[config.mk]
export PLATFORM = sky130hd
export DESIGN_NAME = fuzz_capture_replay
export DESIGN_NICKNAME = d
export VERILOG_FILES = /design/src/rtl/fuzz_capture_replay.sv
export SDC_FILE = /design/constraint.sdc
export NUM_CORES = 1
export LEC_CHECK = 0
export CAP_MARGIN = 30
export CORE_MARGIN = 2
export CORE_UTILIZATION = 55
export CTS_CLUSTER_DIAMETER = 150
export DETAILED_ROUTE_END_ITERATION = 16
export PLACE_DENSITY_LB_ADDON = 0.12
export SLEW_MARGIN = 20
export SYNTH_ARGS = -nofsm -noshare
export SYNTH_HDL_FRONTEND = slang
export SYNTH_SLANG_ARGS = --single-unit
export TNS_END_PERCENT = 30
[constraint.sdc]
create_clock -name clk -period 5.8 [get_ports clk]
set_clock_uncertainty 0.05 [all_clocks]
set_input_delay 0.87 -clock clk [delete_from_list [all_inputs] [get_ports clk]]
set_output_delay 0.87 -clock clk [all_outputs]
set_load 0.05 [all_outputs]
[src/rtl/fuzz_capture_replay.sv]
// Wishbone capture/replay: reads `length` words from the selected source window into a buffer (optionally mutated), then writes them to dst_base.
// Latency 2L+2 cycles start-to-done with a zero-wait slave; slave wait states stall each transfer, bounded by TIMEOUT, abort ends early.
module fuzz_capture_replay #(
    parameter int ADDR_WIDTH        = 32,
    parameter int DATA_WIDTH        = 32,
    parameter int IP_NUM            = 4,
    parameter int IP_SELECTOR_WIDTH = 2,
    parameter int DEPTH             = 16,
    parameter int LEN_WIDTH         = $clog2(DEPTH + 1),
    parameter int TIMEOUT           = 255,
    parameter logic [DATA_WIDTH-1:0] LFSR_POLY = 32'h80200003
) (
    input  logic                          clk,
    input  logic                          rst_n,
    input  logic                          start,
    input  logic [1:0]                    mode,
    input  logic [IP_SELECTOR_WIDTH-1:0]  ip_selector,
    input  logic [IP_NUM*ADDR_WIDTH-1:0]  src_base_flat,
    input  logic [ADDR_WIDTH-1:0]         dst_base,
    input  logic [LEN_WIDTH-1:0]          length,
    input  logic [DATA_WIDTH-1:0]         lfsr_seed,
    input  logic [DATA_WIDTH-1:0]         corner_case_payload,
    input  logic [LEN_WIDTH-1:0]          corner_index,
    input  logic                          abort,
    output logic                          busy,
    output logic                          done,
    output logic [1:0]                    status,
    output logic [LEN_WIDTH-1:0]          words_done,
    output logic                          wbm_cyc_o,
    output logic                          wbm_stb_o,
    output logic                          wbm_we_o,
    output logic [ADDR_WIDTH-1:0]         wbm_adr_o,
    output logic [DATA_WIDTH-1:0]         wbm_dat_o,
    output logic [DATA_WIDTH/8-1:0]       wbm_sel_o,
    input  logic [DATA_WIDTH-1:0]         wbm_dat_i,
    input  logic                          wbm_ack_i
);

    localparam int SEL_W = DATA_WIDTH / 8;
    localparam int SHIFT = $clog2(SEL_W);
    localparam int IDX_W = (DEPTH > 1) ? $clog2(DEPTH) : 1;
    localparam int TO_W  = (TIMEOUT > 1) ? $clog2(TIMEOUT + 1) : 1;

    localparam logic [1:0] ST_OK      = 2'b00;
    localparam logic [1:0] ST_BADCFG  = 2'b01;
    localparam logic [1:0] ST_TIMEOUT = 2'b10;
    localparam logic [1:0] ST_ABORT   = 2'b11;

    localparam logic [1:0] MODE_LFSR    = 2'b01;
    localparam logic [1:0] MODE_CORNER  = 2'b10;
    localparam logic [1:0] MODE_ILLEGAL = 2'b11;

    typedef enum logic [2:0] {
        S_IDLE,
        S_READ,
        S_GAP,
        S_WRITE,
        S_DONE
    } state_t;

    state_t                 state;
    state_t                 state_n;
    logic [1:0]             mode_q;
    logic [LEN_WIDTH-1:0]   len_q;
    logic [LEN_WIDTH-1:0]   cidx_q;
    logic [ADDR_WIDTH-1:0]  src_q;
    logic [ADDR_WIDTH-1:0]  dst_q;
    logic [ADDR_WIDTH-1:0]  sel_base;
    logic [ADDR_WIDTH-1:0]  offset;
    logic [DATA_WIDTH-1:0]  lfsr;
    logic [DATA_WIDTH-1:0]  lfsr_step;
    logic [DATA_WIDTH-1:0]  rd_word;
    logic [TO_W-1:0]        tcnt;
    logic [DATA_WIDTH-1:0]  buffer [DEPTH];
    logic                   cfg_bad;
    logic                   last;
    logic                   stall;
    logic                   rd_we;

    always_comb begin
        sel_base = '0;
        for (int k = 0; k < IP_NUM; k++) begin
            if (ip_selector == IP_SELECTOR_WIDTH'(k)) begin
                sel_base = src_base_flat[k*ADDR_WIDTH +: ADDR_WIDTH];
            end
        end
    end

    assign cfg_bad = (mode == MODE_ILLEGAL)
                  || ({1'b0, ip_selector} >= (IP_SELECTOR_WIDTH + 1)'(IP_NUM))
                  || (length > LEN_WIDTH'(DEPTH));

    assign offset    = ADDR_WIDTH'(words_done) << SHIFT;
    assign last      = (words_done + LEN_WIDTH'(1)) == len_q;
    assign stall     = (tcnt == TO_W'(TIMEOUT - 1));
    assign lfsr_step = {1'b0, lfsr[DATA_WIDTH-1:1]} ^ (lfsr[0] ? LFSR_POLY : '0);
    assign rd_we     = (state == S_READ) && !abort && wbm_ack_i;

    // Mutation is applied on capture so the write phase is a plain replay.
    always_comb begin
        rd_word = wbm_dat_i;
        case (mode_q)
            MODE_LFSR:   rd_word = wbm_dat_i ^ lfsr;
            MODE_CORNER: if (words_done == cidx_q) rd_word = corner_case_payload;
            default:     ;
        endcase
    end

    always_ff @(posedge clk or negedge rst_n) begin
        if (!rst_n) begin
            state <= S_IDLE;
        end else begin
            state <= state_n;
        end
    end

    always_comb begin
        state_n   = state;
        busy      = (state != S_IDLE);
        done      = (state == S_DONE);
        wbm_cyc_o = 1'b0;
        wbm_stb_o = 1'b0;
        wbm_we_o  = 1'b0;
        wbm_adr_o = '0;
        wbm_dat_o = '0;
        wbm_sel_o = '1;
        case (state)
            S_IDLE: begin
                if (start) begin
                    state_n = (cfg_bad || length == '0) ? S_DONE : S_READ;
                end
            end
            S_READ: begin
                wbm_cyc_o = 1'b1;
                wbm_stb_o = 1'b1;
                wbm_adr_o = src_q + offset;
                if (abort) begin
                    state_n = S_DONE;
                end else if (wbm_ack_i) begin
                    if (last) state_n = S_GAP;
                end else if (stall) begin
                    state_n = S_DONE;
                end
            end
            S_GAP: begin
                state_n = abort ? S_DONE : S_WRITE;
            end
            S_WRITE: begin
                wbm_cyc_o = 1'b1;
                wbm_stb_o = 1'b1;
                wbm_we_o  = 1'b1;
                wbm_adr_o = dst_q + offset;
                wbm_dat_o = buffer[words_done[IDX_W-1:0]];
                if (abort) begin
                    state_n = S_DONE;
                end else if (wbm_ack_i) begin
                    if (last) state_n = S_DONE;
                end else if (stall) begin
                    state_n = S_DONE;
                end
            end
            S_DONE: begin
                state_n = S_IDLE;
            end
            default: begin
                state_n = S_IDLE;
            end
        endcase
    end

    always_ff @(posedge clk) begin
        if (rd_we) begin
            buffer[words_done[IDX_W-1:0]] <= rd_word;
        end
    end

    // Abort takes priority over a same-cycle ack so words_done reflects only completed work.
    always_ff @(posedge clk or negedge rst_n) begin
        if (!rst_n) begin
            mode_q     <= '0;
            len_q      <= '0;
            cidx_q     <= '0;
            src_q      <= '0;
            dst_q      <= '0;
            lfsr       <= DATA_WIDTH'(1);
            tcnt       <= '0;
            words_done <= '0;
            status     <= ST_OK;
        end else begin
            case (state)
                S_IDLE: begin
                    if (start) begin
                        mode_q     <= mode;
                        len_q      <= length;
                        cidx_q     <= corner_index;
                        src_q      <= sel_base;
                        dst_q      <= dst_base;
                        lfsr       <= (lfsr_seed == '0) ? DATA_WIDTH'(1) : lfsr_seed;
                        tcnt       <= '0;
                        words_done <= '0;
                        status     <= cfg_bad ? ST_BADCFG : ST_OK;
                    end
                end
                S_READ, S_WRITE: begin
                    if (abort) begin
                        status <= ST_ABORT;
                    end else if (wbm_ack_i) begin
                        words_done <= words_done + LEN_WIDTH'(1);
                        tcnt       <= '0;
                        if (state == S_READ && mode_q == MODE_LFSR) begin
                            lfsr <= lfsr_step;
                        end
                    end else if (stall) begin
                        status <= ST_TIMEOUT;
                    end else begin
                        tcnt <= tcnt + TO_W'(1);
                    end
                end
                S_GAP: begin
                    tcnt <= '0;
                    if (abort) begin
                        status <= ST_ABORT;
                    end else begin
                        words_done <= '0;
                    end
                end
                default: ;
            endcase
        end
    end

endmodule

======== Word level (Yosys, flattened, before mapping) ========
Memory sizes are Yosys's and may differ from the RTL's.
Index checks and enable logic that the tools add are counted.
storage, ports and cells
  bits in registers ....................... 126
  input bits .............................. 275
  memories ................................ 1
  RAM bits ................................ 512
memories
  memory  depth  width  read ports  clocked after memory_dff  wr ports  line  RTL
  buffer  16     32     1           0                         1         74    logic [DATA_WIDTH-1:0] buffer [DEPTH];
cells by class
  $lt $le $gt $ge ......................... 1
  $add $sub $neg .......................... 4
  multiplexer cells ....................... 47
  bitwise gates (word level) .............. 2
  equality and inequality tests ........... 24
  reductions and logical operators ........ 20
operator list
  kind                   count
  $mux W32               12
  $pmux W32 S2           3
  $add A32 B7 Y32        2
  $logic_not A32 Y1      1
  $mux W8                4
  $xor A31 B32 Y32       1
  $xor A32 B32 Y32       1
  $mux W3                10
  $pmux W8 S3            1
  $mux W5                4
  $pmux W5 S3            1
  $reduce_and A5 Y1      3
  $pmux W3 S4            1
  $eq A5 B5 Y1           2
  $mux W2                5
  $add A8 B1 Y8 const B  1
  $eq A2 B2 Y1 const B   4
  $eq A8 B8 Y1 const B   1
  $ne A2 B2 Y1 const B   4
  $ne A4 B4 Y1 const B   2
  $eq A3 B2 Y1 const B   2
  $ne A3 B3 Y1 const B   2
  $pmux W2 S3            1
  $reduce_bool A3 Y1     2
  19 further kinds       28

======== Longest topological paths before layout ========
  depth after elaboration ................. 6
  mapped depth ............................ 15
  gate-level depth less buffers ........... 11

======== Worst setup path before layout ========
Ideal clock, no wire load.
  path kind ............................... register to output
  start point ............................. reg state[1]
  end point ............................... out wbm_adr_o[30]
  setup slack ............................. 602 ps
  arrival time ............................ 4,278 ps
  stages on the path, launching flop included .. 16
  path buffers ............................ 4
  path through ............................ dfrtp_1 clkbuf_1 nand3b_1 buf_6 inv_4 clkbuf_1 clkbuf_1 nand2_1 nand2_1 ha_1 fa_1 a211oi_1 o21bai_1 nand3_1 o31ai_1 nor3b_1
on the way
  longest elaborated chain between the ends .. 2
RTL lines
  item                                          line  RTL
  start, declared                               61    state_t state;
  start signal, assigned                        113   state <= state_n;
  $eq A3 B2 Y1 or $eq A3 B1 Y1 (tied branches)  127   case (state)
  $pmux W32 S2 (*)                              127
  end, declared                                 32    output logic [ADDR_WIDTH-1:0] wbm_adr_o,
Every way passes the cells marked *; elsewhere a longest branch is shown, timed or not.

======== Worst setup path in the final report ========
  start point ............................. reg state[0]
  end point ............................... out wbm_adr_o[30]
Same word-level chain as after synthesis.

==> metrics.log <==
[metrics] placed inst area: between 0.03 and 0.04 mm^2
[metrics] number of resized instances in the post-cts repair step: 0
[metrics] area growth from synthesis to final layout: 24.1%
[metrics] Post-Route Utilization: around 69%
[metrics] Data arrival, critical path: roughly 4300 ps
[metrics] Hold Worst Slack: 309 ps
[metrics] Post-CTS Hold Fix Bufs: 0
[metrics] relative max-transition margin: 36.5%
[metrics] TritonCTS sink count: about 640
[metrics] Setup Slack @ Placement: 1300 ps
[metrics] Crit Path Max Fanout: 31
[metrics] mean number of vias per cell: 6.31
[metrics] Routed WL per cell: roughly 28 um
[metrics] initial core utilization: about 56%
[metrics] Total Neg Setup Slack: 0 ps
[metrics] total power of the final layout: ~13 mW
[metrics] post-synthesis sequential area ratio: 65.0%
[metrics] number of filler cells placed in the layout: 3403
[metrics] P per Cell Area: 381 mW/mm^2
[metrics] maximum frequency from static timing analysis: around 190 MHz
[metrics] number of endpoints with negative hold slack in the final report: 0
[metrics] cell accounting for the most synthesized area: sky130_fd_sc_hd__edfxtp_1
[metrics] total count of max-transition violations in the final report: 0
[metrics] total overflow reported by the global router: 0
[metrics] Initial DRT Pass Iterations: 5
[metrics] global-route total usage across every layer: approximately 30%
[metrics] Finish-stage setup viols: 0
[metrics] count of buffering cells on the critical path with inverters included: 2
[metrics] Crit. End Element: output pin
[metrics] height of the chip: 232 um
[metrics] layout cells sized above 1: between 20% and 30%
[metrics] area of all placed cells without fillers: 0.0354 mm^2
[metrics] final weighted congestion of routability-driven global placement: 0.898
[metrics] clock slew seen by the registers of the worst setup and hold paths: around 50 ps
[metrics] RSZ-0062 raised after global routing: no
[metrics] global-route wire length before repair: roughly 120000 um
[metrics] number of antenna violations at the first check in global routing: 11
[metrics] num rows: 83
[metrics] Crit path max-delay family: simple AND/OR/NAND/NOR gates
[metrics] Worst Max-Slew Pin Slew: 953 ps
[metrics] largest net degree at the start of global routing: 87
[metrics] commonest cells after routing, fill and taps aside: 512 x sky130_fd_sc_hd__edfxtp_1, 319 x sky130_fd_sc_hd__clkdlybuf4s50_1, 192 x sky130_fd_sc_hd__mux4_2
[metrics] slowest stage cell on the critical path: sky130_fd_sc_hd__o21bai_1
[metrics] net count reported at finish: around 2300
[metrics] Synth top area share: 53.9%
[metrics] number of CTS-inserted buffers: 66
[metrics] number of levels the H-tree was split into: 3
[metrics] MaxCap Viol Count: 0
[metrics] insertion delay of the later-clocked pin in the worst-skew pair: 610 ps
[metrics] post-synthesis register bit count: roughly 640
[metrics] number of cells in the design after placement: roughly 2700
[metrics] maximum clock insertion buffer count: 3
[metrics] port buffer count: 350
[metrics] area taken by multi-input logic gates: 0.00964 mm^2
[metrics] class of the tightest hold or removal check: in -> async
[metrics] most frequent standard cell in the layout excluding fill and tap cells: sky130_fd_sc_hd__edfxtp_1
[metrics] number of warnings reported in the yosys synthesis log: 0
[metrics] synthesized area per cell: roughly 17 um^2
[metrics] cell repeated most along the worst path: sky130_fd_sc_hd__nand2_1
[metrics] Final Worst Setup Slack: about 620 ps
[metrics] count of antenna-violating nets left after detailed routing: 0
[metrics] Worst Path Required: about 4900 ps
[metrics] crit-path cells: nand3b_1, buf_4, nand2_1, nand2_1, ha_1, a211oi_1, o21bai_1, nand3_1, o31ai_1, nor3b_1, buf_12
[metrics] total wire length after detailed routing: a little under 80000 um
[metrics] via count: 17500
[metrics] number of non-filler instances in the completed layout: 2769
[metrics] ratio of final minimum period to clock period: 89.4%
[metrics] result of the run: completed
[metrics] count of boundary I/O pins: between 300 and 400
[metrics] number of flops mapped to enable cells by yosys: between 500 and 600
[metrics] placeable core region: approximately 0.051 mm^2
[metrics] via count of the first global-routing pass: approximately 18000
[metrics] root buf cell: sky130_fd_sc_hd__clkbuf_16
[metrics] HPWL after detailed placement: just under 50000 um
[metrics] Setup CP Type: reg -> out
[metrics] die area: between 0.05 and 0.06 mm^2
[metrics] count of cell types in the netlist: 66
[metrics] # DRC: 0
[metrics] Die X: 232 um
[metrics] cell types occupying the most area after synthesis: sky130_fd_sc_hd__edfxtp_1 54%, sky130_fd_sc_hd__mux4_2 15%, sky130_fd_sc_hd__dfrtp_1 11%, sky130_fd_sc_hd__mux2_2 3.1%, sky130_fd_sc_hd__mux2i_1 2.6%
[metrics] count of mapped cells out of synthesis: between 1500 and 2000
[metrics] post-layout minimum cycle time: 5180 ps
[metrics] delay of the slowest critical-path stage: just under 700 ps
[metrics] TritonCTS clock tree: built
[metrics] area occupied by registers: ~0.019 mm^2
[metrics] flip-flop cell with the highest count after synthesis: sky130_fd_sc_hd__edfxtp_1
[metrics] critical path startpoint category: register
[metrics] IR Drop Worst-Case VDD: about 0.22 mV
[metrics] proportion of synthesized flip-flops having asynchronous set or reset: between 10% and 20%
[metrics] initial detailed-routing violation count: 1819
[metrics] # Post-CTS Setup Buffers: 0
[metrics] area of the mapped netlist: roughly 0.029 mm^2
[metrics] Leak: roughly 12 nW
[flip-flops by register name (all words and copies together) (netlist names)]
signal and count:
src_q 32, mode_q 2, tcnt 8, lfsr 32, words_done 5, len_q 5
status 2, state 3, cidx_q 5, buffer 512, dst_q 32
[final cells by class]
| cell class | count | share of cell area, % |
|---|---|---|
| diodes | 2 | 0.0142 |
| flip-flops and latches | 638 | 52.4 |
| well taps | 680 | 2.41 |
| repair buffers | 395 | 11.7 |
| multi-input cells | 923 | 27.3 |
| clock inverters | 33 | 0.924 |
| clock buffers | 84 | 5.07 |
| inverters | 14 | 0.156 |
[report_power, final]
group | switching, mW | internal, mW | total (mW)
registers | 0.449 | 5.85 | 6.30
logic | 1.73 | 1.27 | 3.00
clock network | 1.75 | 2.42 | 4.18
[Yosys cell counts (11+ instances only)]
cell and number:
sky130_fd_sc_hd__clkbuf_1 73, sky130_fd_sc_hd__a21oi_1 20, sky130_fd_sc_hd__nand3_1 32, sky130_fd_sc_hd__edfxtp_1 512, sky130_fd_sc_hd__buf_2 13, sky130_fd_sc_hd__nor4_1 11
sky130_fd_sc_hd__o21a_1 13, sky130_fd_sc_hd__nor2b_1 35, sky130_fd_sc_hd__mux4_2 192, sky130_fd_sc_hd__dfrtp_1 125, sky130_fd_sc_hd__and2_1 38, sky130_fd_sc_hd__nand2_1 90
sky130_fd_sc_hd__a211oi_1 11, sky130_fd_sc_hd__xor2_1 14, sky130_fd_sc_hd__mux2i_1 74, sky130_fd_sc_hd__buf_1 12, sky130_fd_sc_hd__o21ai_0 56, sky130_fd_sc_hd__ha_1 13
sky130_fd_sc_hd__xnor2_1 19, sky130_fd_sc_hd__nand4_1 17, sky130_fd_sc_hd__nor3_1 15, sky130_fd_sc_hd__nor2_1 66, sky130_fd_sc_hd__a221o_1 33, sky130_fd_sc_hd__nor3b_1 20
sky130_fd_sc_hd__mux2_2 78, sky130_fd_sc_hd__inv_1 12
[logic make-up after synthesis]
| family | after synthesis | synth area share, % |
|---|---|---|
| AOI/OAI and AO/OA | 179 | 4.49 |
| xor gates and xnor gates | 33 | 1.01 |
| adders and majority gates | 14 | 0.641 |
| buffers and inverters | 118 | 1.71 |
| DFF | 638 | 65.0 |
| muxes | 344 | 20.9 |
| other | 1 | 0.0132 |
| and+or+nand+nor | 349 | 6.26 |
[final timing paths]
| kind | to | cells after the start | startpoint | slack, ps |
|---|---|---|---|---|
| max | wbm_adr_o[30] | 11 | state[0] | 620 |
| min | src_q[14] | 1 | rst_n | 310 |
| max reg2reg | buffer[5][31] | 7 | words_done[1] | 1710 |
| min reg2reg | src_q[0] | 1 | src_q[0] | 460 |
| max in group asynchronous | lfsr[9] | 2 | rst_n | 4240 |
| min in group clk | src_q[0] | 1 | src_q[0] | 460 |
[worst register-to-register path, delay by kind of cell (launching register included)]
family / cells / cell delay, ps
flip-flops: 1 / 1020
AO/OA/AOI/OAI: 2 / 1170
buffers and inverters: 2 / 1030
AND/OR/NAND/NOR: 2 / 250
XOR/XNOR: 1 / 240
[routing by layer]
| layer | vias up | GRT usage, % | routed length (um) |
|---|---|---|---|
| met2 | 823 | 49.5 | 39500 |
| met1 | 9026 | 39.2 | 29600 |
| li1 | 7444 | - | - |
| met5 | - | 0 | 110 |
| met3 | 151 | 5.98 | 6490 |
| met4 | 16 | 9.86 | 2140 |
(Power assumes the default switching activity.)
